[src/rtl/ex_pkg.sv]
`default_nettype none
// ============================================================================
// Package  : ex_pkg
// Desc     : Shared encodings for the execute stage: ALUOp codes, R-type
//            funct codes and the iterative multiplier state type.
// Rev      : 1.0 - initial release
// ============================================================================
package ex_pkg;

  // ALUOp field, ex_ctrl[1:0]
  localparam logic [1:0] c_aluop_add   = 2'b00;
  localparam logic [1:0] c_aluop_sub   = 2'b01;
  localparam logic [1:0] c_aluop_rtype = 2'b10;
  localparam logic [1:0] c_aluop_slt   = 2'b11;

  // R-type funct codes
  localparam logic [5:0] c_funct_sll   = 6'h00;
  localparam logic [5:0] c_funct_srl   = 6'h02;
  localparam logic [5:0] c_funct_mfhi  = 6'h10;
  localparam logic [5:0] c_funct_mflo  = 6'h12;
  localparam logic [5:0] c_funct_mult  = 6'h18;
  localparam logic [5:0] c_funct_multu = 6'h19;
  localparam logic [5:0] c_funct_add   = 6'h20;
  localparam logic [5:0] c_funct_sub   = 6'h22;
  localparam logic [5:0] c_funct_and   = 6'h24;
  localparam logic [5:0] c_funct_or    = 6'h25;
  localparam logic [5:0] c_funct_slt   = 6'h2A;

  // Iterative multiplier states
  typedef enum logic [1:0] {
    MUL_IDLE = 2'd0,
    MUL_RUN  = 2'd1,
    MUL_DONE = 2'd2
  } mul_state_t;

  // True when the control/funct pair names the given multiply opcode
  function automatic logic is_rtype_funct(input logic [1:0] aluop,
                                          input logic [5:0] funct,
                                          input logic [5:0] code);
    return (aluop == c_aluop_rtype) && (funct == code);
  endfunction

endpackage
`default_nettype wire

[src/rtl/ex_stage_if.sv]
`default_nettype none
// ============================================================================
// Interface: ex_stage_if
// Desc     : ID/EX operand bundle into the execute stage and its results.
//            master = ID/EX side driving operands, slave = execute stage.
// Rev      : 1.0 - initial release
// ============================================================================
interface ex_stage_if #(
  parameter int WIDTH = 32
);
  logic [3:0]       ex_ctrl;
  logic [5:0]       funct;
  logic [4:0]       shamt;
  logic [WIDTH-1:0] rd1;
  logic [WIDTH-1:0] rd2;
  logic [WIDTH-1:0] immed;
  logic [4:0]       rt;
  logic [4:0]       rd;
  logic [WIDTH-1:0] alu_result;
  logic             zero;
  logic [4:0]       wr_reg;
  logic             busy;
  logic [WIDTH-1:0] hi;
  logic [WIDTH-1:0] lo;

  modport master (
    output ex_ctrl, funct, shamt, rd1, rd2, immed, rt, rd,
    input  alu_result, zero, wr_reg, busy, hi, lo
  );

  modport slave (
    input  ex_ctrl, funct, shamt, rd1, rd2, immed, rt, rd,
    output alu_result, zero, wr_reg, busy, hi, lo
  );
endinterface
`default_nettype wire

[src/rtl/ex_stage_mul_iter.sv]
`default_nettype none
// ============================================================================
// Module   : mul_iter
// Desc     : WIDTH-cycle shift-add multiplier writing HI/LO. Works on operand
//            magnitudes; signed_op negates the product on completion when the
//            operand signs differ.
// Rev      : 1.0 - initial release
// ============================================================================
module mul_iter
  import ex_pkg::*;
#(
  parameter int WIDTH = 32
) (
  input  logic             clk,
  input  logic             rst,
  input  logic             start,
  input  logic [WIDTH-1:0] a,
  input  logic [WIDTH-1:0] b,
  input  logic             signed_op,
  output logic             busy_run,
  output logic [WIDTH-1:0] hi,
  output logic [WIDTH-1:0] lo
);

  localparam int CW = (WIDTH > 1) ? $clog2(WIDTH) : 1;
  localparam logic [CW-1:0]        c_last      = CW'(WIDTH - 1);
  localparam logic [CW-1:0]        c_count_one = CW'(1);
  localparam logic [WIDTH-1:0]     c_one       = WIDTH'(1);
  localparam logic [2*WIDTH-1:0]   c_one_2w    = (2*WIDTH)'(1);

  mul_state_t         r_state;
  logic [CW-1:0]      r_count;
  logic [WIDTH-1:0]   r_mcand;
  logic [WIDTH-1:0]   r_mplier;
  logic [2*WIDTH-1:0] r_prod;
  logic               r_neg;
  logic [WIDTH-1:0]   r_hi;
  logic [WIDTH-1:0]   r_lo;

  logic [WIDTH-1:0]   w_abs_a;
  logic [WIDTH-1:0]   w_abs_b;
  logic [WIDTH:0]     w_sum;
  logic [2*WIDTH-1:0] w_prod_next;
  logic [2*WIDTH-1:0] w_final;
  logic               w_unused_prod_lsb;

  // The product LSB is shifted out every step and never read back
  assign w_unused_prod_lsb = r_prod[0];

  // Operand magnitudes and one shift-add step of the product
  always_comb begin
    w_abs_a = a;
    w_abs_b = b;
    if (signed_op && a[WIDTH-1]) w_abs_a = ~a + c_one;
    if (signed_op && b[WIDTH-1]) w_abs_b = ~b + c_one;
    w_sum = {1'b0, r_prod[2*WIDTH-1:WIDTH]}
          + (r_mplier[0] ? {1'b0, r_mcand} : {(WIDTH+1){1'b0}});
    // {carry, upper, lower} shifted right by one drops the old LSB
    w_prod_next = {w_sum, r_prod[WIDTH-1:1]};
    w_final     = r_neg ? (~w_prod_next + c_one_2w) : w_prod_next;
  end

  // Hold upstream from the launch cycle through the last iteration
  assign busy_run = ((r_state == MUL_IDLE) && start) || (r_state == MUL_RUN);
  assign hi       = r_hi;
  assign lo       = r_lo;

  // Multiplier FSM: launch, iterate WIDTH times, one DONE cycle to absorb the held opcode
  always_ff @(posedge clk) begin
    if (rst) begin
      r_state  <= MUL_IDLE;
      r_count  <= '0;
      r_mcand  <= '0;
      r_mplier <= '0;
      r_prod   <= '0;
      r_neg    <= 1'b0;
      r_hi     <= '0;
      r_lo     <= '0;
    end else begin
      case (r_state)
        MUL_IDLE: begin
          if (start) begin
            r_mcand  <= w_abs_a;
            r_mplier <= w_abs_b;
            r_prod   <= '0;
            r_count  <= '0;
            r_neg    <= signed_op & (a[WIDTH-1] ^ b[WIDTH-1]);
            r_state  <= MUL_RUN;
          end
        end
        MUL_RUN: begin
          r_prod   <= w_prod_next;
          r_mplier <= r_mplier >> 1;
          if (r_count == c_last) begin
            r_prod  <= w_final;
            r_hi    <= w_final[2*WIDTH-1:WIDTH];
            r_lo    <= w_final[WIDTH-1:0];
            r_state <= MUL_DONE;
          end else begin
            r_count <= r_count + c_count_one;
          end
        end
        MUL_DONE: r_state <= MUL_IDLE;
        default:  r_state <= MUL_IDLE;
      endcase
    end
  end

endmodule
`default_nettype wire

[src/rtl/ex_stage.sv]
`default_nettype none
// ============================================================================
// Module   : ex_stage
// Desc     : Pipeline execute stage: combinational ALU, operand-B and
//            destination muxes, plus the iterative HI/LO multiplier.
// Config   : MUL_SIGNED_EN - when defined, funct 0x18 (MULT) also launches
//            the multiplier as a signed multiply.
// Rev      : 1.0 - initial release
// ============================================================================
module ex_stage
  import ex_pkg::*;
#(
  parameter int WIDTH = 32
) (
  input  logic      clk,
  input  logic      rst,
  ex_stage_if.slave bus
);

  logic [1:0]       w_aluop;
  logic             w_alu_src;
  logic             w_reg_dst;
  logic [WIDTH-1:0] w_op_b;
  logic             w_is_multu;
  logic             w_is_mult;
  logic             w_slt;
  logic [WIDTH-1:0] w_result;
  logic             w_busy;
  logic [WIDTH-1:0] w_hi;
  logic [WIDTH-1:0] w_lo;

  assign w_aluop    = bus.ex_ctrl[1:0];
  assign w_alu_src  = bus.ex_ctrl[2];
  assign w_reg_dst  = bus.ex_ctrl[3];
  assign w_op_b     = w_alu_src ? bus.immed : bus.rd2;
  assign w_is_multu = is_rtype_funct(w_aluop, bus.funct, c_funct_multu);
`ifdef MUL_SIGNED_EN
  assign w_is_mult  = is_rtype_funct(w_aluop, bus.funct, c_funct_mult);
`else
  assign w_is_mult  = 1'b0;
`endif
  assign w_slt      = $signed(bus.rd1) < $signed(w_op_b);

  // ALU: ALUOp selects the operation, R-type further decoded by funct
  always_comb begin
    w_result = '0;
    case (w_aluop)
      c_aluop_add: w_result = bus.rd1 + w_op_b;
      c_aluop_sub: w_result = bus.rd1 - w_op_b;
      c_aluop_slt: w_result = {{(WIDTH-1){1'b0}}, w_slt};
      default: begin
        case (bus.funct)
          c_funct_add:   w_result = bus.rd1 + w_op_b;
          c_funct_sub:   w_result = bus.rd1 - w_op_b;
          c_funct_and:   w_result = bus.rd1 & w_op_b;
          c_funct_or:    w_result = bus.rd1 | w_op_b;
          c_funct_slt:   w_result = {{(WIDTH-1){1'b0}}, w_slt};
          c_funct_sll:   w_result = bus.rd2 << bus.shamt;
          c_funct_srl:   w_result = bus.rd2 >> bus.shamt;
          c_funct_mfhi:  w_result = w_hi;
          c_funct_mflo:  w_result = w_lo;
          c_funct_multu: w_result = '0;
          default:       w_result = '0;
        endcase
      end
    endcase
  end

  mul_iter #(
    .WIDTH (WIDTH)
  ) u_mul_iter (
    .clk       (clk),
    .rst       (rst),
    .start     (w_is_multu | w_is_mult),
    .a         (bus.rd1),
    .b         (bus.rd2),
    .signed_op (w_is_mult),
    .busy_run  (w_busy),
    .hi        (w_hi),
    .lo        (w_lo)
  );

  assign bus.alu_result = w_result;
  assign bus.zero       = (w_result == '0);
  assign bus.wr_reg     = w_reg_dst ? bus.rd : bus.rt;
  assign bus.busy       = w_busy;
  assign bus.hi         = w_hi;
  assign bus.lo         = w_lo;

endmodule
`default_nettype wire
[src/flat_wrapper.sv]
// flat-port wrapper written by rule: the top's interface ports become plain ports
module ex_stage_flat import ex_pkg::*;
#(
  parameter int WIDTH = 32
)
  (clk, rst, bus_ex_ctrl, bus_funct, bus_shamt, bus_rd1, bus_rd2, bus_immed, bus_rt, bus_rd, bus_alu_result, bus_zero, bus_wr_reg, bus_busy, bus_hi, bus_lo);
  ex_stage_if #(.WIDTH(WIDTH)) bus_i ();
  input  logic clk;
  input  logic rst;
  input wire logic [$bits(bus_i.ex_ctrl)-1:0] bus_ex_ctrl;
  input wire logic [$bits(bus_i.funct)-1:0] bus_funct;
  input wire logic [$bits(bus_i.shamt)-1:0] bus_shamt;
  input wire logic [$bits(bus_i.rd1)-1:0] bus_rd1;
  input wire logic [$bits(bus_i.rd2)-1:0] bus_rd2;
  input wire logic [$bits(bus_i.immed)-1:0] bus_immed;
  input wire logic [$bits(bus_i.rt)-1:0] bus_rt;
  input wire logic [$bits(bus_i.rd)-1:0] bus_rd;
  output wire logic [$bits(bus_i.alu_result)-1:0] bus_alu_result;
  output wire logic [$bits(bus_i.zero)-1:0] bus_zero;
  output wire logic [$bits(bus_i.wr_reg)-1:0] bus_wr_reg;
  output wire logic [$bits(bus_i.busy)-1:0] bus_busy;
  output wire logic [$bits(bus_i.hi)-1:0] bus_hi;
  output wire logic [$bits(bus_i.lo)-1:0] bus_lo;
  assign bus_i.ex_ctrl = bus_ex_ctrl;
  assign bus_i.funct = bus_funct;
  assign bus_i.shamt = bus_shamt;
  assign bus_i.rd1 = bus_rd1;
  assign bus_i.rd2 = bus_rd2;
  assign bus_i.immed = bus_immed;
  assign bus_i.rt = bus_rt;
  assign bus_i.rd = bus_rd;
  assign bus_alu_result = bus_i.alu_result;
  assign bus_zero = bus_i.zero;
  assign bus_wr_reg = bus_i.wr_reg;
  assign bus_busy = bus_i.busy;
  assign bus_hi = bus_i.hi;
  assign bus_lo = bus_i.lo;
  ex_stage #(.WIDTH(WIDTH)) u_core (.clk(clk), .rst(rst), .bus(bus_i));
endmodule
[config.mk]
export PLATFORM = sky130hd
export DESIGN_NAME = ex_stage_flat
export DESIGN_NICKNAME = d
export VERILOG_FILES = /design/src/rtl/ex_pkg.sv /design/src/rtl/ex_stage_if.sv /design/src/rtl/ex_stage_mul_iter.sv /design/src/rtl/ex_stage.sv /design/src/flat_wrapper.sv
export SDC_FILE = /design/constraint.sdc
export NUM_CORES = 1
export LEC_CHECK = 0
export BUFFER_PORTS_ARGS = -buffer_cell sky130_fd_sc_hd__buf_2
export CORE_MARGIN = 10
export CORE_UTILIZATION = 50
export CTS_BUF_LIST = sky130_fd_sc_hd__clkbuf_2
export CTS_CLUSTER_SIZE = 25
export DETAILED_ROUTE_END_ITERATION = 16
export PLACE_DENSITY = 0.69
export SLEW_MARGIN = 20
export SYNTH_ARGS = -nofsm -noshare
export SYNTH_HDL_FRONTEND = slang
export SYNTH_SLANG_ARGS = --single-unit
[constraint.sdc]
create_clock -name clk -period 15.9 [get_ports clk]
set_input_delay 2.385 -clock clk [delete_from_list [all_inputs] [get_ports clk]]
set_output_delay 2.385 -clock clk [all_outputs]
set_load 0.02 [all_outputs]
==> results of run 1 <==
[worst min path at each step]
stage	slack [ps]	endpoint	startpoint
final	470	u_core.u_mul_iter.r_mcand[12]	u_core.u_mul_iter.r_mcand[12]
after global routing	470	u_core.u_mul_iter.lo[10]	u_core.u_mul_iter.r_prod[11]
after CTS	460	u_core.u_mul_iter.lo[10]	u_core.u_mul_iter.r_prod[11]
after detailed placement	440	u_core.u_mul_iter.r_mcand[11]	u_core.u_mul_iter.r_mcand[11]
after global placement	430	u_core.u_mul_iter.r_mcand[30]	u_core.u_mul_iter.r_mcand[30]
after floorplan	430	u_core.u_mul_iter.r_mcand[0]	u_core.u_mul_iter.r_mcand[0]
[power by group through the flow]
| stage | Combinational, uW | Clock (uW) | Sequential (uW) |
|---|---|---|---|
| after floorplan | 307 | 0 | 508 |
| after global placement | 470 | 0 | 508 |
| after detailed placement | 470 | 0 | 508 |
| after CTS | 472 | 282 | 500 |
| after global routing | 514 | 301 | 501 |
| final | 492 | 277 | 500 |
[cell families after synthesis]
group	Yosys count	share of synthesized area [%]
simple gates	868	21.3
compound gates	766	26.9
buf+inv	325	6.80
flops	198	20.9
mux	171	13.4
fa+ha+maj	133	8.90
xor+xnor	38	1.76
[worst min-delay path: stages (launching register included)]
cell     delay (ps)
dfxtp_1         390
nand2_1          50
a21oi_1          50
[layout by cell type, fill, tap and decap left out, drive strengths merged, types with 50 or more instances in the layout]
master,instances
mux2i,86
o21ai,90
nand3,90
a22oi,54
buf,257
dfxtp,198
nor2,139
mux4,63
a21oi,271
and2,50
ha,130
nor3,51
inv,121
nand2,379
[registers in the layout, indices dropped and copies added, names as in the netlist]
signal                      flops
u_core.u_mul_iter.r_mplier     32
u_core.u_mul_iter.hi           32
u_core.u_mul_iter.lo           32
u_core.u_mul_iter.r_mcand      32
u_core.u_mul_iter.r_state       2
u_core.u_mul_iter.r_count       5
u_core.u_mul_iter.r_prod       63
[stage by stage]
step | power (uW) | instance area, um2 | hold WS (ps)
finish | 1270 | 20400 | 465
detailed placement | 978 | 20200 | 441
global placement | 978 | 20200 | 435
CTS | 1250 | 20400 | 465
floorplan | 815 | 19000 | 427
global route | 1320 | 20400 | 472
[per-layer routing]
metal | vias to the layer above | global-route usage [%] | share of wire [%]
met5 | - | 0 | 0.052
met4 | 2 | 21.2 | 6.2
met3 | 265 | 7.78 | 11
met2 | 1468 | 55.0 | 43
met1 | 10282 | 48.7 | 40
li1 | 9292 | - | -
[final cells by class]
type                    count  area, um2  area share (%)
repair buffers            257       1380            6.75
multi-input cells        1976      13800            67.3
clock buffers              17       85.1           0.417
inverters                 112        420            2.06
flip-flops and latches    198       3960            19.4
clock inverters            15        173           0.846
well taps                 511        639            3.13
diodes                      4       10.0          0.0490
==> metrics.csv, run 1 <==
metric;value;unit
grt_pass1_wl;131000;um
area_growth;7.72;%
synth_ff_type;dfxtp_1;
routabilityCongestion;1.12;
synthTopCellsByCount;nand2_1, a21oi_1, dfxtp_1;
cts_resized;0;
p_sw;551;uW
clk_pin_slew;380;ps
intPower;717;uW
min_period_over_period;65.5;%
netlist.area_leader.share;20.9;%
avgRoutedWirePerCell;28.9;um
cts_root_buf;clkbuf_2;
final_hold_viol_count;0;
finalClockSkew;83.6;ps
rr_worst_depth;16;
rrSetupSlack;11450;ps
leakagePower;0.00840;uW
vias_per_cell;6.90;
dieHeight;215;um
cp-end-kind;output port;
path_cells;buf_2, buf_4, mux2i_1, ha_1, nand4_1, nor4_1, nor3_1, o21ai_1, mux2i_1, a2111o_1, or4_1, or4_1, a2111o_1, nor4_1, and4bb_1, buf_2;
overflow;0;
io_pins;226;
slew_headroom;32.2;%
drive_above_1_share;16.3;%
route.detailed.drc;0;
synthTopCellsByArea;dfxtp_1, ha_1, nand2_1;
ctsHoldBuffers;0;
layout.cells.non_filler;3090;
tightest_slew;1020;ps
ant_nets;0;
swShare;43.4;%
crit_buf_inv;3;
seq_power_share;39.4;%
h-tree-depth;4;
r2r_end;u_core.u_mul_iter.r_prod[61];
min_path_cells;2;
yosysSeqAreaShare;20.9;%
drv_slew;0;
final.min_clock_period;10410;ps
num-fill-cells;3727;
syn_inst;2499;
clockBufferDepth;2;
combPwrFrac;38.8;%
synth_area;0.0190;mm2
std_cell_rows;71;
final.setup.worst_slack;5490;ps
crit_start;bus_ex_ctrl[2];
rr_startpoint;u_core.u_mul_iter.r_mplier[0];
drt-initial-drc-count;2931;
cts_tree;yes;
nets;2818;
syn_nets;2755;
clock-sinks;198;
yosysWarningCount;0;
grt_usage;36.9;%
postCtsSetupBuffers;0;
dp_hpwl;67500;um
utilization;54.3;%
endpoint;bus_zero;
start_util;50.4;%
crit_type;input pin to output port;
synth-async-reset-ratio;0;%
max_freq;96.0;MHz
cp_data_arrival_time;8030;ps
path_depth;16;
ir_worst_vdd;0.0821;mV
yosys.cell_count.top_type;nand2_1;
rsz0062_at_grt;false;
clk_latency;1080;ps
place_inst;3054;
wirelength;89300;um
power.density;62.1;mW/mm2
yosys.cell_types.count;87;
cpMaxStageDelayCell;ha_1;
synth-edff-count;0;
cp_top_family;simple AND/OR/NAND/NOR gates;
antenna_found_initial;5;
grt_pass1_vias;19539;
dp_slack;5650;ps
status;finished clean;
design.core.area;0.0376;mm2
grt_start_max_net_pins;113;
setup_viol;0;
io_buffers;225;
syn_avg_cell_area;7.59;um2
worst-path-max-fanout;32;
cts_buffers;17;
startpoint_type;input pin;
yosysTopAreaCell;dfxtp_1;
ys_seq_elements;198;
cap_violations;0;
die-area;0.0461;mm2
fin_setup_tns;0;ps
required;13520;ps
hp-class;flop to flop;
vias;21309;
power_frac_clock;21.8;%
slowest_delay;610;ps
firstDrtPassIters;6;
die_width;215;um
No activity file was read; power rests on OpenSTA's default activity.
==> inputs of run 2 (changes only) <==
- ABC_AREA: default -> 1
- PLACE_DENSITY: 0.69 -> 0.72
- clock period: 15.9 -> 8.9 ns (I/O delays scaled with it)
==> metrics.csv, run 2 <==
metric;value;unit;change
dp_hpwl;78000;um;was 67500 um
top_register;u_core.u_mul_iter.r_prod;;unchanged
cp_data_arrival_time;5800;ps;was 8030 ps
cts_resized;0;;unchanged
netlist.area_leader.share;20.1;%;was 20.9%
final_common_cell;nand2_1;;unchanged
slowest_delay;700;ps;was 610 ps
routabilityCongestion;1.14;;was 1.12
path_cells;buf_2, buf_4, nand2_1, o21ai_0, inv_1, ha_1, fa_1, nand2_1, inv_1, a21oi_1, xor2_1, nand2_1, nand3_1, nor2_1, nand2_1, a21oi_1, nand2_1, nor2_1, nand3_1, nor2_1, buf_2;;was buf_2, buf_4, mux2i_1, ha_1, nand4_1, nor4_1, nor3_1, o21ai_1, mux2i_1, a2111o_1, or4_1, or4_1, a2111o_1, nor4_1, and4bb_1, buf_2
drt-initial-drc-count;3654;;was 2931
area_growth;7.75;%;was 7.72%
yosys.cell_types.count;48;;was 87
vias;25101;;was 21309
grt_pass1_vias;22433;;was 19539
tightest_slew;1170;ps;was 1020 ps
grt_start_max_net_pins;98;;was 113
crit_type;input pin to output port;;unchanged
drive_above_1_share;8.99;%;was 16.3%
max_freq;140;MHz;
hold_ws;481;ps;was 465 ps
num-fill-cells;4369;;was 3727
clockBufferDepth;2;;unchanged
syn_nets;3799;;was 2755
final.min_clock_period;7130;ps;
antenna_found_initial;7;;was 5
synthTopCellsByCount;nand2_1, nand3_1, inv_1;;was nand2_1, a21oi_1, dfxtp_1
clk_latency;970;ps;was 1080 ps
cap_violations;0;;unchanged
rrSetupSlack;5270;ps;was 11450 ps
required;7570;ps;was 13520 ps
syn_avg_cell_area;5.63;um2;was 7.59 um2
die_width;220;um;was 215 um
clock-sinks;198;;unchanged
largest_reg_flops;63;;unchanged
h-tree-depth;4;;unchanged
yosysSeqAreaShare;19.9;%;was 20.9%
grt_usage;38.3;%;was 36.9%
critPathMostFrequentCell;nand2_1;;
cts_root_buf;clkbuf_2;;unchanged
rsz0062_at_grt;false;;unchanged
yosysTopAreaCell;nand2_1;;was dfxtp_1
most-common-layout-cells;nand2_1, nand3_1, inv_1, nor2_1, a21oi_1;;was nand2_1, a21oi_1, buf_2, dfxtp_1, nor2_1
setup_viol;0;;unchanged
dp_slack;1950;ps;was 5650 ps
synth-edff-count;0;;unchanged
cpMaxStageDelayCell;buf_2;;was ha_1
startpoint_type;input pin;;unchanged
ys_seq_elements;198;;unchanged
final.setup.worst_slack;1770;ps;was 5490 ps
std_cell_rows;73;;was 71
nets;3903;;was 2818
synth_ff_type;dfxtp_1;;unchanged
wirelength;96200;um;was 89300 um
synth-simple-area-share;42.5;%;was 21.3%
rr_worst_depth;15;;was 16
grt_pass1_wl;139000;um;was 131000 um
design_power_total;2300;uW;was 1270 uW
min_path_cells;2;;unchanged
synthMuxAreaShare;0.282;%;was 13.4%
design.core.area;0.0395;mm2;was 0.0376 mm2
synth_compound_area_share;14.5;%;was 26.9%
route.detailed.drc;0;;unchanged
intPower;1260;uW;was 717 uW
cp_top_family;buffers and inverters;;was simple AND/OR/NAND/NOR gates
synth_area;0.0199;mm2;was 0.0190 mm2
postCtsSetupBuffers;0;;unchanged
ant_nets;0;;unchanged
clk_pin_slew;310;ps;was 380 ps
syn_inst;3543;;was 2499
hp-class;flop to flop;;unchanged
rr_startpoint;u_core.u_mul_iter.r_mplier[0];;unchanged
utilization;54.3;%;about the same
power.density;107;mW/mm2;was 62.1 mW/mm2
ctsHoldBuffers;0;;unchanged
firstDrtPassIters;7;;was 6
synthXorXnorAreaFrac;1.23;%;was 1.76%
fin_setup_tns;0;ps;unchanged
seq_power_share;38.8;%;was 39.4%
avgRoutedWirePerCell;23.0;um;was 28.9 um
start_util;50.4;%;about the same
leakagePower;0.0113;uW;was 0.00840 uW
cts_buffers;17;;unchanged
synthAdderAreaFrac;8.46;%;was 8.90%
crit_buf_inv;5;;was 3
overflow;0;;unchanged
final_hold_viol_count;0;;unchanged
r2r_end;u_core.u_mul_iter.r_prod[62];;was u_core.u_mul_iter.r_prod[61]
min_from;u_core.u_mul_iter.r_prod[19];;was u_core.u_mul_iter.r_mcand[12]
drv_slew;0;;unchanged
dieHeight;220;um;was 215 um
cp-end-kind;output port;;unchanged
yosys.cell_count.top_type;nand2_1;;unchanged
die-area;0.0483;mm2;was 0.0461 mm2
finalClockSkew;35.8;ps;was 83.6 ps
min_period_over_period;80.1;%;
worst-path-max-fanout;49;;was 32
power_frac_clock;22.5;%;was 21.8%
ir_worst_vdd;0.147;mV;was 0.0821 mV
io_pins;226;;unchanged
yosysWarningCount;0;;unchanged
slew_headroom;21.1;%;was 32.2%
cts_tree;yes;;unchanged
synthTopCellsByArea;nand2_1, dfxtp_1, nand3_1;;was dfxtp_1, ha_1, nand2_1
swShare;45.3;%;was 43.4%
hold_path_end;u_core.u_mul_iter.lo[18];;was u_core.u_mul_iter.r_mcand[12]
combPwrFrac;38.7;%;was 38.8%
synth-async-reset-ratio;0;%;unchanged
p_sw;1040;uW;was 551 uW
vias_per_cell;5.99;;was 6.90
synth_top_family_by_area;simple AND/OR/NAND/NOR gates;;was compound AO/OA/AOI/OAI gates
io_buffers;225;;unchanged
status;finished clean;;unchanged
## run 2: cell count changes after synthesis, moves of 61 or more
cell,delta
nand3_1,+463
mux2i_1,-85
clkbuf_1,-89
nand2_1,+687
nor2_1,+117
mux4_2,-61
o21ai_0,+91
inv_1,+377
## run 2: worst register-to-register path, stage by stage, from the launching register on
cell      delay (ps)
dfxtp_1          380
buf_4            330
nand2_1          120
inv_1            120
ha_1             280
a21oi_1          160
nand2_1          100
a21oi_1          590
o21bai_1         220
nand2_1          100
nand2_1          160
a21boi_0         560
o21ai_0          150
nand2_1          110
nand3_1           80
a21oi_1          150
## run 2: how the worst max path moves through the flow
stage | from | to | slack [ps] | cells after the start
final | bus_ex_ctrl[2] | bus_zero | 1770 | 21
after global routing | bus_ex_ctrl[2] | bus_zero | 1560 | 21
after CTS | bus_ex_ctrl[2] | bus_zero | 1930 | 21
after detailed placement | bus_ex_ctrl[2] | bus_zero | 1950 | 21
after global placement | bus_ex_ctrl[2] | bus_zero | 1970 | 21
after floorplan | bus_ex_ctrl[2] | bus_zero | 3280 | 20
## run 2: through the flow
stage	cells	cell area (um2)
after floorplan	3543	19900
after global placement	4153	21200
after detailed placement	4153	21200
after CTS	4185	21500
after global routing	4187	21500
final	4189	21500
## run 2: area by class of cell
| type | instances | area (um2) | share of cell area (%) |
|---|---|---|---|
| Antenna cell | 4 | 10.0 | 0.0466 |
| Clock buffer | 17 | 85.1 | 0.396 |
| Clock inverter | 15 | 196 | 0.914 |
| Inverter | 501 | 1880 | 8.75 |
| Multi-Input combinational cell | 2681 | 13400 | 62.3 |
| Sequential cell | 198 | 3960 | 18.5 |
| Tap cell | 525 | 657 | 3.06 |
| Timing Repair Buffer | 248 | 1300 | 6.06 |
## run 2: cells by family (layout without fill, tap and decap cells)
logic type,count (synthesis),after routing
simple gates,1991,1991
buf+inv,664,781
compound gates,524,524
flops,198,198
fa+ha+maj,133,133
xor+xnor,28,28
mux,5,5
other cells,0,4
## run 2: power by group through the flow
stage	Sequential, uW	Clock, uW	Combinational, uW
final	894	519	892
after global routing	895	552	956
after CTS	894	526	853
after detailed placement	907	0	849
after global placement	907	0	852
after floorplan	907	0	546
## run 2: routing by layer
metal	up-vias	global-route usage [%]	routed length, um
li1	11656	-	-
met1	11364	50.4	37700
met2	1777	55.1	39100
met3	296	10.8	13400
met4	8	21.8	5960
met5	-	0	36
